File: src/rtl/gat_load_ctrl.sv
// Host-side load/run sequencer for the GAT accelerator: routes one host word stream into
// H-data, node-info and weight BRAM writes, then waits for gat_ready. Option: GAT_LOAD_CTRL_TIMEOUT_EN.
module gat_load_ctrl #(
  parameter int unsigned H_DATA_WIDTH    = 19,
  parameter int unsigned NODE_INFO_WIDTH = 20,
  parameter int unsigned DATA_WIDTH      = 8,
  parameter int unsigned H_DATA_DEPTH    = 242101,
  parameter int unsigned NODE_INFO_DEPTH = 13264,
  parameter int unsigned WEIGHT_DEPTH    = 22928,
  parameter int unsigned TIMEOUT_CYCLES  = 32'd16777216
) (
  input  logic                                 clk,
  input  logic                                 rst,
  input  logic                                 cmd_start,
  input  logic                                 cmd_layer,
  input  logic                                 cmd_reload_wgt,
  input  logic [31:0]                          s_data,
  input  logic                                 s_valid,
  output logic                                 s_ready,
  output logic [H_DATA_WIDTH-1:0]              h_data_bram_din,
  output logic                                 h_data_bram_ena,
  output logic                                 h_data_bram_wea,
  output logic [$clog2(H_DATA_DEPTH)+1:0]      h_data_bram_addra,
  output logic [NODE_INFO_WIDTH-1:0]           h_node_info_bram_din,
  output logic                                 h_node_info_bram_ena,
  output logic                                 h_node_info_bram_wea,
  output logic [$clog2(NODE_INFO_DEPTH)+1:0]   h_node_info_bram_addra,
  output logic [DATA_WIDTH-1:0]                wgt_bram_din,
  output logic                                 wgt_bram_ena,
  output logic                                 wgt_bram_wea,
  output logic [$clog2(WEIGHT_DEPTH)+1:0]      wgt_bram_addra,
  output logic                                 h_data_bram_load_done,
  output logic                                 h_node_info_bram_load_done,
  output logic                                 wgt_bram_load_done,
  output logic                                 gat_layer,
  input  logic                                 gat_ready,
  output logic                                 busy,
  output logic                                 done,
  output logic [3:0]                           status
);

  localparam int unsigned HA_W  = $clog2(H_DATA_DEPTH);
  localparam int unsigned NA_W  = $clog2(NODE_INFO_DEPTH);
  localparam int unsigned WA_W  = $clog2(WEIGHT_DEPTH);
  localparam int unsigned HN_W  = (HA_W > NA_W) ? HA_W : NA_W;
  localparam int unsigned CNT_W = (HN_W > WA_W) ? HN_W : WA_W;

  typedef enum logic [2:0] {
    S_IDLE    = 3'd0,
    S_LOAD_H  = 3'd1,
    S_LOAD_NI = 3'd2,
    S_LOAD_W  = 3'd3,
    S_RUN     = 3'd4,
    S_DONE    = 3'd5
  } state_t;

  state_t state, next_state;

  logic [CNT_W-1:0]           cnt_q, cnt_d;
  logic                       reload_q, reload_d;
  logic                       ready_q, ready_prev_q, ready_prev_d;
  logic                       start_ok, accept, region_last, ready_rise, run_exit;
  logic                       timeout_nx;

  logic [H_DATA_WIDTH-1:0]    h_din_d;
  logic [HA_W+1:0]            h_addr_d;
  logic                       h_en_d;
  logic [NODE_INFO_WIDTH-1:0] ni_din_d;
  logic [NA_W+1:0]            ni_addr_d;
  logic                       ni_en_d;
  logic [DATA_WIDTH-1:0]      w_din_d;
  logic [WA_W+1:0]            w_addr_d;
  logic                       w_en_d;
  logic                       h_done_d, ni_done_d, w_done_d;
  logic                       layer_d, s_ready_d, busy_d, done_d;
  logic [3:0]                 status_d;

  // Two-bit state summary reported on status[1:0]: idle, loading, running, done.
  function automatic logic [1:0] state_summary(input state_t s);
    case (s)
      S_IDLE:  state_summary = 2'd0;
      S_RUN:   state_summary = 2'd2;
      S_DONE:  state_summary = 2'd3;
      default: state_summary = 2'd1;
    endcase
  endfunction

  assign start_ok   = cmd_start && ((state == S_IDLE) || (state == S_DONE));
  assign accept     = s_valid && s_ready;
  assign ready_rise = ready_q && !ready_prev_q;

  always_comb begin
    region_last = 1'b0;
    case (state)
      S_LOAD_H:  region_last = (cnt_q == CNT_W'(H_DATA_DEPTH - 1));
      S_LOAD_NI: region_last = (cnt_q == CNT_W'(NODE_INFO_DEPTH - 1));
      S_LOAD_W:  region_last = (cnt_q == CNT_W'(WEIGHT_DEPTH - 1));
      default:   region_last = 1'b0;
    endcase
  end

`ifdef GAT_LOAD_CTRL_TIMEOUT_EN
  localparam int unsigned TO_W = $clog2(TIMEOUT_CYCLES) + 1;

  logic [TO_W-1:0] wdog_q, wdog_d;
  logic            timeout_q, timeout_d, wdog_hit;
  logic            unused_bits;

  assign wdog_hit    = (state == S_RUN) && (wdog_q == TO_W'(TIMEOUT_CYCLES - 1));
  assign run_exit    = ready_rise || wdog_hit;
  assign timeout_nx  = timeout_d;
  assign unused_bits = ^s_data;

  // Watchdog counts RUN cycles from zero; sticky timeout flag clears on the next start.
  always_comb begin
    wdog_d    = (state == S_RUN) ? wdog_q + TO_W'(1) : '0;
    timeout_d = timeout_q;
    if (start_ok)      timeout_d = 1'b0;
    else if (wdog_hit) timeout_d = 1'b1;
  end

  always_ff @(posedge clk or posedge rst) begin
    if (rst) begin
      wdog_q    <= '0;
      timeout_q <= 1'b0;
    end else begin
      wdog_q    <= wdog_d;
      timeout_q <= timeout_d;
    end
  end
`else
  logic unused_bits;

  assign run_exit    = ready_rise;
  assign timeout_nx  = 1'b0;
  assign unused_bits = ^{s_data, TIMEOUT_CYCLES};
`endif

  always_ff @(posedge clk or posedge rst) begin
    if (rst) state <= S_IDLE;
    else     state <= next_state;
  end

  always_comb begin
    next_state = state;
    case (state)
      S_IDLE, S_DONE: if (cmd_start) next_state = S_LOAD_H;
      S_LOAD_H:       if (accept && region_last) next_state = S_LOAD_NI;
      S_LOAD_NI:      if (accept && region_last) next_state = reload_q ? S_LOAD_W : S_RUN;
      S_LOAD_W:       if (accept && region_last) next_state = S_RUN;
      S_RUN:          if (run_exit) next_state = S_DONE;
      default:        next_state = S_IDLE;
    endcase
  end

  // Next values of every registered output and of the datapath state.
  always_comb begin
    cnt_d        = cnt_q;
    reload_d     = reload_q;
    layer_d      = gat_layer;
    h_din_d      = h_data_bram_din;
    h_addr_d     = h_data_bram_addra;
    h_en_d       = 1'b0;
    ni_din_d     = h_node_info_bram_din;
    ni_addr_d    = h_node_info_bram_addra;
    ni_en_d      = 1'b0;
    w_din_d      = wgt_bram_din;
    w_addr_d     = wgt_bram_addra;
    w_en_d       = 1'b0;
    h_done_d     = h_data_bram_load_done;
    ni_done_d    = h_node_info_bram_load_done;
    w_done_d     = wgt_bram_load_done;
    ready_prev_d = ready_q;

    // A level that is already high when RUN is entered must drop before it counts.
    if ((state != S_RUN) && (next_state == S_RUN)) ready_prev_d = 1'b1;

    if (start_ok) begin
      cnt_d     = '0;
      reload_d  = cmd_reload_wgt;
      layer_d   = cmd_layer;
      h_done_d  = 1'b0;
      ni_done_d = 1'b0;
      if (cmd_reload_wgt) w_done_d = 1'b0;
    end

    if (accept) begin
      cnt_d = region_last ? '0 : cnt_q + CNT_W'(1);
      case (state)
        S_LOAD_H: begin
          h_en_d   = 1'b1;
          h_din_d  = s_data[H_DATA_WIDTH-1:0];
          h_addr_d = {cnt_q[HA_W-1:0], 2'b00};
          if (region_last) h_done_d = 1'b1;
        end
        S_LOAD_NI: begin
          ni_en_d   = 1'b1;
          ni_din_d  = s_data[NODE_INFO_WIDTH-1:0];
          ni_addr_d = {cnt_q[NA_W-1:0], 2'b00};
          if (region_last) ni_done_d = 1'b1;
        end
        S_LOAD_W: begin
          w_en_d   = 1'b1;
          w_din_d  = s_data[DATA_WIDTH-1:0];
          w_addr_d = {cnt_q[WA_W-1:0], 2'b00};
          if (region_last) w_done_d = 1'b1;
        end
        default: ;
      endcase
    end

    s_ready_d = (next_state == S_LOAD_H) || (next_state == S_LOAD_NI) ||
                (next_state == S_LOAD_W);
    busy_d    = (next_state != S_IDLE) && (next_state != S_DONE);
    done_d    = (state == S_RUN) && (next_state == S_DONE);
    status_d  = {timeout_nx, 1'b0, state_summary(next_state)};
  end

  always_ff @(posedge clk or posedge rst) begin
    if (rst) begin
      cnt_q                      <= '0;
      reload_q                   <= 1'b1;
      ready_q                    <= 1'b0;
      ready_prev_q               <= 1'b0;
      gat_layer                  <= 1'b0;
      s_ready                    <= 1'b0;
      busy                       <= 1'b0;
      done                       <= 1'b0;
      status                     <= '0;
      h_data_bram_din            <= '0;
      h_data_bram_addra          <= '0;
      h_data_bram_ena            <= 1'b0;
      h_data_bram_wea            <= 1'b0;
      h_node_info_bram_din       <= '0;
      h_node_info_bram_addra     <= '0;
      h_node_info_bram_ena       <= 1'b0;
      h_node_info_bram_wea       <= 1'b0;
      wgt_bram_din               <= '0;
      wgt_bram_addra             <= '0;
      wgt_bram_ena               <= 1'b0;
      wgt_bram_wea               <= 1'b0;
      h_data_bram_load_done      <= 1'b0;
      h_node_info_bram_load_done <= 1'b0;
      wgt_bram_load_done         <= 1'b0;
    end else begin
      cnt_q                      <= cnt_d;
      reload_q                   <= reload_d;
      ready_q                    <= gat_ready;
      ready_prev_q               <= ready_prev_d;
      gat_layer                  <= layer_d;
      s_ready                    <= s_ready_d;
      busy                       <= busy_d;
      done                       <= done_d;
      status                     <= status_d;
      h_data_bram_din            <= h_din_d;
      h_data_bram_addra          <= h_addr_d;
      h_data_bram_ena            <= h_en_d;
      h_data_bram_wea            <= h_en_d;
      h_node_info_bram_din       <= ni_din_d;
      h_node_info_bram_addra     <= ni_addr_d;
      h_node_info_bram_ena       <= ni_en_d;
      h_node_info_bram_wea       <= ni_en_d;
      wgt_bram_din               <= w_din_d;
      wgt_bram_addra             <= w_addr_d;
      wgt_bram_ena               <= w_en_d;
      wgt_bram_wea               <= w_en_d;
      h_data_bram_load_done      <= h_done_d;
      h_node_info_bram_load_done <= ni_done_d;
      wgt_bram_load_done         <= w_done_d;
    end
  end

endmodule

File: config.mk
export PLATFORM = sky130hd
export DESIGN_NAME = gat_load_ctrl
export DESIGN_NICKNAME = d
export VERILOG_FILES = /design/src/rtl/gat_load_ctrl.sv
export SDC_FILE = /design/constraint.sdc
export NUM_CORES = 1
export LEC_CHECK = 0
export ABC_AREA = 1
export BUFFER_PORTS_ARGS = -buffer_cell sky130_fd_sc_hd__buf_2
export CAP_MARGIN = 20
export CORE_MARGIN = 2
export CORE_UTILIZATION = 47
export CTS_CLUSTER_DIAMETER = 200
export DETAILED_ROUTE_END_ITERATION = 7
export HOLD_SLACK_MARGIN = 0.12
export PLACE_DENSITY = 0.79
export SYNTH_ARGS = -nofsm -noshare
export SYNTH_HDL_FRONTEND = slang
export SYNTH_SLANG_ARGS = --single-unit
export TNS_END_PERCENT = 10
File: constraint.sdc
create_clock -name clk -period 3.3 [get_ports clk]
set_clock_uncertainty 0.15 [all_clocks]
set_input_delay 0 -clock clk [delete_from_list [all_inputs] [get_ports clk]]
set_output_delay 0 -clock clk [all_outputs]
set_load 0.01 [all_outputs]
==> reports/results.tsv, run 1 <==
stage	metric	value	unit
placed_design	HPWL after DPL	8872	µm
worst_setup_path	Worst R2R Path Depth	8	
sta	Final Hold Slack	0.2232	ns
sta	final hold vios	0	
sta	final period utilization	86.81	%
flow_run	MaxCap Viol Count	0	
detailed_routing	antenna-violating nets left	0	
synthesis	largest family of logic cells by synthesized area	simple AND/OR/NAND/NOR gates	
floorplan	Starting Density	48.24	%
floorplan	Die Area	0.01265	mm²
detailed_routing	Vias	4844	
worst_setup_path	critical path arrival	3.07	ns
pwr	PD cells	761.4	mW/mm²
pwr	Max VDD drop	545.3	µV
floorplan	standard-cell rows	39	
status	outcome	completed	
synthesis	Syn Area/Cell	8.980	µm²
sta	setup tns final	0	ns
global_route	total gr overflow	0	
global_route	initial antenna violation count	0	
clock_tree	Num CTS Buffers	17	
sta	Final min period	2.865	ns
synthesis	Netlist Area Pre-Place	0.005532	mm²
placed_design	Port Buffer Count	135	
worst_setup_path	Crit path required time	3.51	ns
floorplan	Die Ht	112.5	µm
clock_tree	root buffer cell	clkbuf_16	
synthesis	EDFF count, synth	0	
sta	max_slew headroom	36.49	%
floorplan	core area	0.01147	mm²
detailed_routing	routed wire length	14050	µm
final_layout	area grow syn2layout	30.04	%
final_layout	fin util	62.73	%
synthesis	compound-gate portion of the synthesized area	12.03	%
synthesis	prevailing post-synth register cell	dfrtp_1	
final_layout	fin cells	937	
global_route	global-route wire length before repair	23520	µm
clock_tree	Clk Latency, worst-skew pair	0.42	ns
sta	Final setup violation count	0	
clock_tree	CTS Buffer Depth	2	
pwr	Power, Total	5.477	mW
synthesis	post-synthesis mux area share	0	%
detailed_routing	Wirelength per Cell	14.99	µm
floorplan	IO Pins	156	
final_layout	layout cells sized above 1	24.81	%
clock_tree	CTS tree	done	
detailed_routing	TritonRoute pass-1 iters	5	
detailed_routing	DR iter-0 viols	510	
synthesis	Post-Synthesis Cells	616	
worst_setup_path	startpoint types	flip-flop	
sta	final max-slew violation count	0	
sta	fmax	0.3491	GHz
synthesis	Yosys top cell by area	dfrtp_1	
synthesis	area share of the largest cell type after synthesis	58.36	%
sta	unrepaired setup endpoints after global routing	false	
synthesis	top cells by area, synth	dfrtp_1 (58%), nand2_1 (11%), o21ai_0 (9.7%), inv_1 (4.3%), nor2_1 (2.2%)	
global_route	Total GRT Usage	23.30	%
floorplan	Die Wd	112.5	µm
worst_setup_path	Crit. End Element	flip-flop	
detailed_routing	drt drc	0	
sta	Tightest Pin Transition	0.9513	ns
clock_tree	CTS Sinks	130	
synthesis	Post-synth ARST share	100.0	%
placed_design	Placer Congestion	0.9003	
synthesis	register bit total from synthesis	130	
worst_hold_path	hold path depth	4	
global_route	number of global-route vias before repair	4770	
worst_hold_path	Hold Path Class	input port to flip-flop	
global_route	pin count of the biggest net entering global routing	75	
final_layout	layout net count	821	
detailed_routing	via density per instance	5.170	
clock_tree	H-tree depth	4	
placed_design	Placed Cells	873	
synthesis	post-synthesis adder-cell area fraction	0.2262	%
synthesis	synth unique cells	37	
pwr	total leakage power	3.756	nW
worst_setup_path	CP Class	flip-flop to flip-flop	
clock_tree	Worst-path clk slew	0.07	ns
synthesis	Synth Area in Simple Gates	19.43	%
synthesis	Post-Synth XOR/XNOR Area	1.108	%
final_layout	# diodes	0	
synthesis	post-synthesis sequential area ratio	58.83	%
synthesis	Ys Warns	0	
worst_setup_path	CP Max Fanout	8	
[cell type report]
cell class                 count  area (µm²)
clock buffer                  17       425.4
clock inverter                15       173.9
fill                         887        4274
inverter                      69       270.3
multi-input combinational    391        1844
sequential                   130        3254
tap                          143       178.9
timing repair buffer         172        1046
[synthesized netlist by cell type, types with 2 or more instances]
cell and number:
nand4_1 3, inv_1 63, clkbuf_1 12, nor3_1 8, o21ai_0 107, o21ai_1 2, nor2_4 4, nand2_1 168
nor2_1 33, buf_4 12, buf_6 2, nand2_4 3, nor2_2 2, o22ai_1 9, buf_2 7, dfrtp_1 129
a21oi_1 3, xor2_1 6, inv_2 3, nand3_1 21, nand2_2 3
[report_power, final]
part / total, mW / switching, mW / internal, mW
registers: 2.20 / 0.263 / 1.94
clock network: 1.91 / 0.771 / 1.14
logic: 1.37 / 0.898 / 0.472
total: 5.48 / 1.93 / 3.54
[logic make-up (layout without fill, tap and decap cells)]
family / after synthesis / in the layout
AO/OA/AOI/OAI: 126 / 126
buffers and inverters: 102 / 273
other: 1 / 8
adder cells (fa/ha/maj): 1 / 1
AND/OR/NAND/NOR: 249 / 249
XOR/XNOR: 7 / 7
flip-flops: 130 / 130
[layout by cell type (no fill, tap or decap), types with 2 or more instances in the layout]
cell and count:
dlygate4sd3_1 32, clkinv_4 2, conb_1 8, bufinv_16 2, buf_4 4, nand2_2 3, dfrtp_1 129, xor2_1 6
inv_6 5, clkinvlp_4 4, o21ai_0 107, nand4_1 3, nor2_1 33, nand2_4 3, o21ai_1 2, nor2_4 4
inv_8 3, inv_1 60, a21oi_1 3, buf_2 135, nand2_1 168, nor3_1 8, o22ai_1 9, inv_2 5
nand3_1 21, nor2_2 2, clkbuf_16 17
[metrics by stage]
| step | setup slack [ns] | instance area (µm²) |
|---|---|---|
| 5_1_grt | 0.2870 | 7193 |
| 2_1_floorplan | 1.514 | 5562 |
| 3_3_place_gp | 1.111 | 6274 |
| 4_1_cts | 0.5181 | 7193 |
| 6_report | 0.4352 | 7193 |
| 3_5_place_dp | 1.041 | 6274 |
[state kept, by name, summed over array words and instances, names as in the netlist]
| register | flops |
|---|---|
| wgt_bram_wea | 1 |
| done | 1 |
| wgt_bram_addra | 15 |
| reload_q | 1 |
| h_node_info_bram_load_done | 1 |
| h_node_info_bram_addra | 14 |
| h_data_bram_load_done | 1 |
| busy | 1 |
| h_data_bram_addra | 18 |
| state | 3 |
| h_node_info_bram_din | 20 |
| gat_layer | 1 |
| h_data_bram_wea | 1 |
| status | 2 |
| s_ready | 1 |
| h_node_info_bram_wea | 1 |
| h_data_bram_din | 19 |
| wgt_bram_din | 8 |
| ready_prev_q | 1 |
| ready_q | 1 |
| cnt_q | 18 |
| wgt_bram_load_done | 1 |
[critical path: stages, from the launching register on]
cell           delay [ns]
dfrtp_1              0.65
nand3_1              0.16
o21ai_0              0.11
inv_1                0.08
nor2_1               0.30
nand2_1              0.10
dlygate4sd3_1        0.60
o21ai_0              0.08
dlygate4sd3_1        0.57
[layer usage]
| layer | vias up | track usage (%) | routed length (µm) |
|---|---|---|---|
| met2 | 209 | 39.08 | 6900 |
| met5 | - | 0 | 0 |
| met3 | 22 | 5.508 | 895 |
| met1 | 2330 | 30.12 | 6051 |
| met4 | 0 | 7.561 | 202 |
| li1 | 2283 | - | - |
[final timing paths]
check,start,endpoint,slack (ns)
max,state[2],reload_q,0.44
min,s_data[19],h_node_info_bram_din[19],0.22
max reg2reg,state[2],reload_q,0.44
min reg2reg,ready_prev_q,done,0.28
max in group asynchronous,rst,reload_q,1.52
min in group asynchronous,rst,s_ready,0.64
[what timing repair did]
| item | in CTS | in global routing |
|---|---|---|
| setup buffers | 0 | 0 |
| hold endpoints to repair | 194 | 0 |
| resized for setup | 0 | 0 |
| hold buffers | 32 | 0 |
| setup endpoints to repair | 0 | 0 |
Note: power is estimated with default switching activity, not from simulation.
==> inputs of run 2 (changes only) <==
Settings changed: BUFFER_PORTS_ARGS -buffer_cell sky130_fd_sc_hd__buf_2 to -buffer_cell sky130_fd_sc_hd__buf_4.
==> reports/results.tsv, run 2 (synthesis gave the netlist of run 1 again) <==
stage	metric	value	unit	change
status	outcome	completed		unchanged
worst_setup_path	critical path arrival	2.97	ns	was 3.07 ns
worst_setup_path	CP Class	flip-flop to flip-flop		unchanged
final_layout	layout net count	818		was 821
clock_tree	CTS Buffer Depth	2		unchanged
global_route	Total GRT Usage	24.12	%	was 23.30%
final_layout	area grow syn2layout	35.67	%	was 30.04%
floorplan	Die Wd	112.5	µm	unchanged
pwr	total leakage power	3.775	nW	was 3.756 nW
clock_tree	CTS tree	done		unchanged
final_layout	most common cell after layout, fill and taps aside	nand2_1		unchanged
global_route	total gr overflow	0		unchanged
detailed_routing	drt drc	0		unchanged
sta	max_slew headroom	35.22	%	was 36.49%
global_route	pin count of the biggest net entering global routing	94		was 75
sta	final max-slew violation count	0		unchanged
clock_tree	Worst-path clk slew	0.06	ns	was 0.07 ns
worst_setup_path	Crit. End Element	flip-flop		unchanged
pwr	Psw	1.914	mW	was 1.932 mW
floorplan	Die Ht	112.5	µm	unchanged
detailed_routing	antenna-violating nets left	0		unchanged
worst_setup_path	Slowest-stage cell, CP	dfrtp_1		unchanged
worst_setup_path	Worst R2R Path Depth	8		unchanged
pwr	combinational power share	27.5	%	was 25.0%
worst_setup_path	Largest delay share family, worst path	buffers and inverters		unchanged
floorplan	standard-cell rows	39		unchanged
placed_design	Port Buffer Count	135		unchanged
pwr	Seq pwr share	39.6	%	was 40.2%
worst_setup_path	crit-path max cell delay	0.63	ns	was 0.65 ns
floorplan	Starting Density	48.24	%	unchanged
placed_design	Placed Cells	871		was 873
sta	Final min period	2.767	ns	was 2.865 ns
sta	Final setup violation count	0		unchanged
clock_tree	Num CTS Buffers	17		unchanged
sta	fmax	0.3614	GHz	was 0.3491 GHz
detailed_routing	Wirelength per Cell	16.02	µm	was 14.99 µm
floorplan	core area	0.01147	mm²	unchanged
sta	unrepaired setup endpoints after global routing	false		unchanged
final_layout	Biggest register	h_node_info_bram_din		unchanged
detailed_routing	routed wire length	14950	µm	was 14050 µm
final_layout	layout cells sized above 1	24.56	%	was 24.81%
worst_setup_path	R2R Path Start	state[2]		unchanged
pwr	internal power	3.698	mW	was 3.544 mW
placed_design	Placer Congestion	0.8505		was 0.9003
detailed_routing	via density per instance	5.248		was 5.170
worst_setup_path	crit path cell chain	nand3_1, o21ai_0, inv_1, nor2_1, nand2_1, dlygate4sd3_1, nand2_1, dlygate4sd3_1		was nand3_1, o21ai_0, inv_1, nor2_1, nand2_1, dlygate4sd3_1, o21ai_0, dlygate4sd3_1
final_layout	most frequent cells in the layout	nand2_1 (168), buf_4 (136), dfrtp_1 (129)		was nand2_1 (168), buf_2 (135), dfrtp_1 (129)
final_layout	Regs by FF count	h_node_info_bram_din x20, h_data_bram_din x19		unchanged
worst_setup_path	worst path bufs/invs	3		unchanged
clock_tree	Clk Latency, worst-skew pair	0.42	ns	about the same
clock_tree	H-tree depth	4		unchanged
detailed_routing	Vias	4896		was 4844
placed_design	pre-CTS WS	1.076	ns	was 1.041 ns
worst_hold_path	Hold Path Class	input port to asynchronous set/reset pin		was input port to flip-flop
clock_tree	root buffer cell	clkbuf_16		unchanged
global_route	number of global-route vias before repair	4825		was 4770
pwr	PD cells	747.8	mW/mm²	was 761.4 mW/mm²
sta	setup tns final	0	ns	unchanged
pwr	switching share of power	34.11	%	was 35.28%
floorplan	Die Area	0.01265	mm²	unchanged
floorplan	IO Pins	156		unchanged
worst_setup_path	Reg-to-Reg End	gat_layer		was reload_q
detailed_routing	DR iter-0 viols	448		was 510
global_route	global-route wire length before repair	24210	µm	was 23520 µm
sta	crit path setup slack, layout	0.5327	ns	was 0.4352 ns
sta	Tightest Pin Transition	0.9703	ns	was 0.9513 ns
detailed_routing	TritonRoute pass-1 iters	6		was 5
worst_setup_path	startpoint types	flip-flop		unchanged
placed_design	HPWL after DPL	9686	µm	was 8872 µm
clock_tree	CTS Sinks	130		unchanged
pwr	clock power share	32.9	%	was 34.8%
final_layout	fin cells	933		was 937
final_layout	# diodes	0		unchanged
sta	final hold vios	0		unchanged
worst_setup_path	Reg2Reg Setup Slack	0.53	ns	was 0.44 ns
final_layout	max reg flops	20		unchanged
worst_setup_path	Crit path required time	3.51	ns	about the same
sta	final period utilization	83.86	%	was 86.81%
flow_run	MaxCap Viol Count	0		unchanged
worst_setup_path	CP Max Fanout	8		unchanged
global_route	initial antenna violation count	0		unchanged
pwr	Max VDD drop	568.7	µV	was 545.3 µV
-- run 2: power groups by stage --
stage	sequential [mW]	clock, mW	combinational (mW)
final	2.22	1.85	1.54
after global routing	2.26	1.94	1.69
after CTS	2.21	1.87	1.54
after detailed placement	2.23	0	1.47
after global placement	2.21	0	1.42
after floorplan	2.28	0	0.743
-- run 2: repair_timing --
item / CTS / global route
endpoints found under the hold margin: 102 / 0
resized for setup: 0 / 0
hold buffers: 31 / 0
setup buffers: 0 / 0
-- run 2: metrics by stage --
step                power [mW]  hold slack, ns  utilization (%)  cell area [µm²]
finish                   5.612          0.1480            65.44             7505
global route             5.883          0.2275            65.44             7505
CTS                      5.620          0.1679            65.44             7505
detailed placement       3.697        -0.03914            57.63             6609
global placement         3.632        -0.03924            57.63             6609
floorplan                3.020         -0.1186                -             5562
-- run 2: layout make-up --
| cell class | instances | area [µm²] |
|---|---|---|
| Sequential cell | 130 | 3254 |
| Multi-Input combinational cell | 391 | 1844 |
| Fill cell | 873 | 3963 |
| Inverter | 69 | 270.3 |
| Clock buffer | 19 | 452.9 |
| Clock inverter | 12 | 132.6 |
| Tap cell | 143 | 178.9 |
| Timing Repair Buffer | 169 | 1371 |
-- run 2: tightest hold or removal path, cell delays in order --
cell and delay [ns]:
dlygate4sd3_1 0.54, buf_4 0.14, clkinvlp_4 0.53
-- run 2: layer usage --
layer  track usage, %  part of all wire (%)  up-vias
met4            8.943                   2.0        0
met3            6.156                   6.0       30
li1                 -                     -     2283
met1            31.03                    42     2370
met2            39.76                    50      213
met5                0                     0        -
-- run 2: how the worst max path moves through the flow --
stage / cells after the start / slack (ns) / end / startpoint
after global placement: 8 / 1.11 / cnt_q[11] / state[1]
after floorplan: 9 / 1.51 / cnt_q[14] / cnt_q[0]
after CTS: 8 / 0.53 / reload_q / state[2]
final: 8 / 0.53 / gat_layer / state[2]
after detailed placement: 7 / 1.08 / cnt_q[15] / state[2]
after global routing: 8 / 0.34 / gat_layer / state[2]
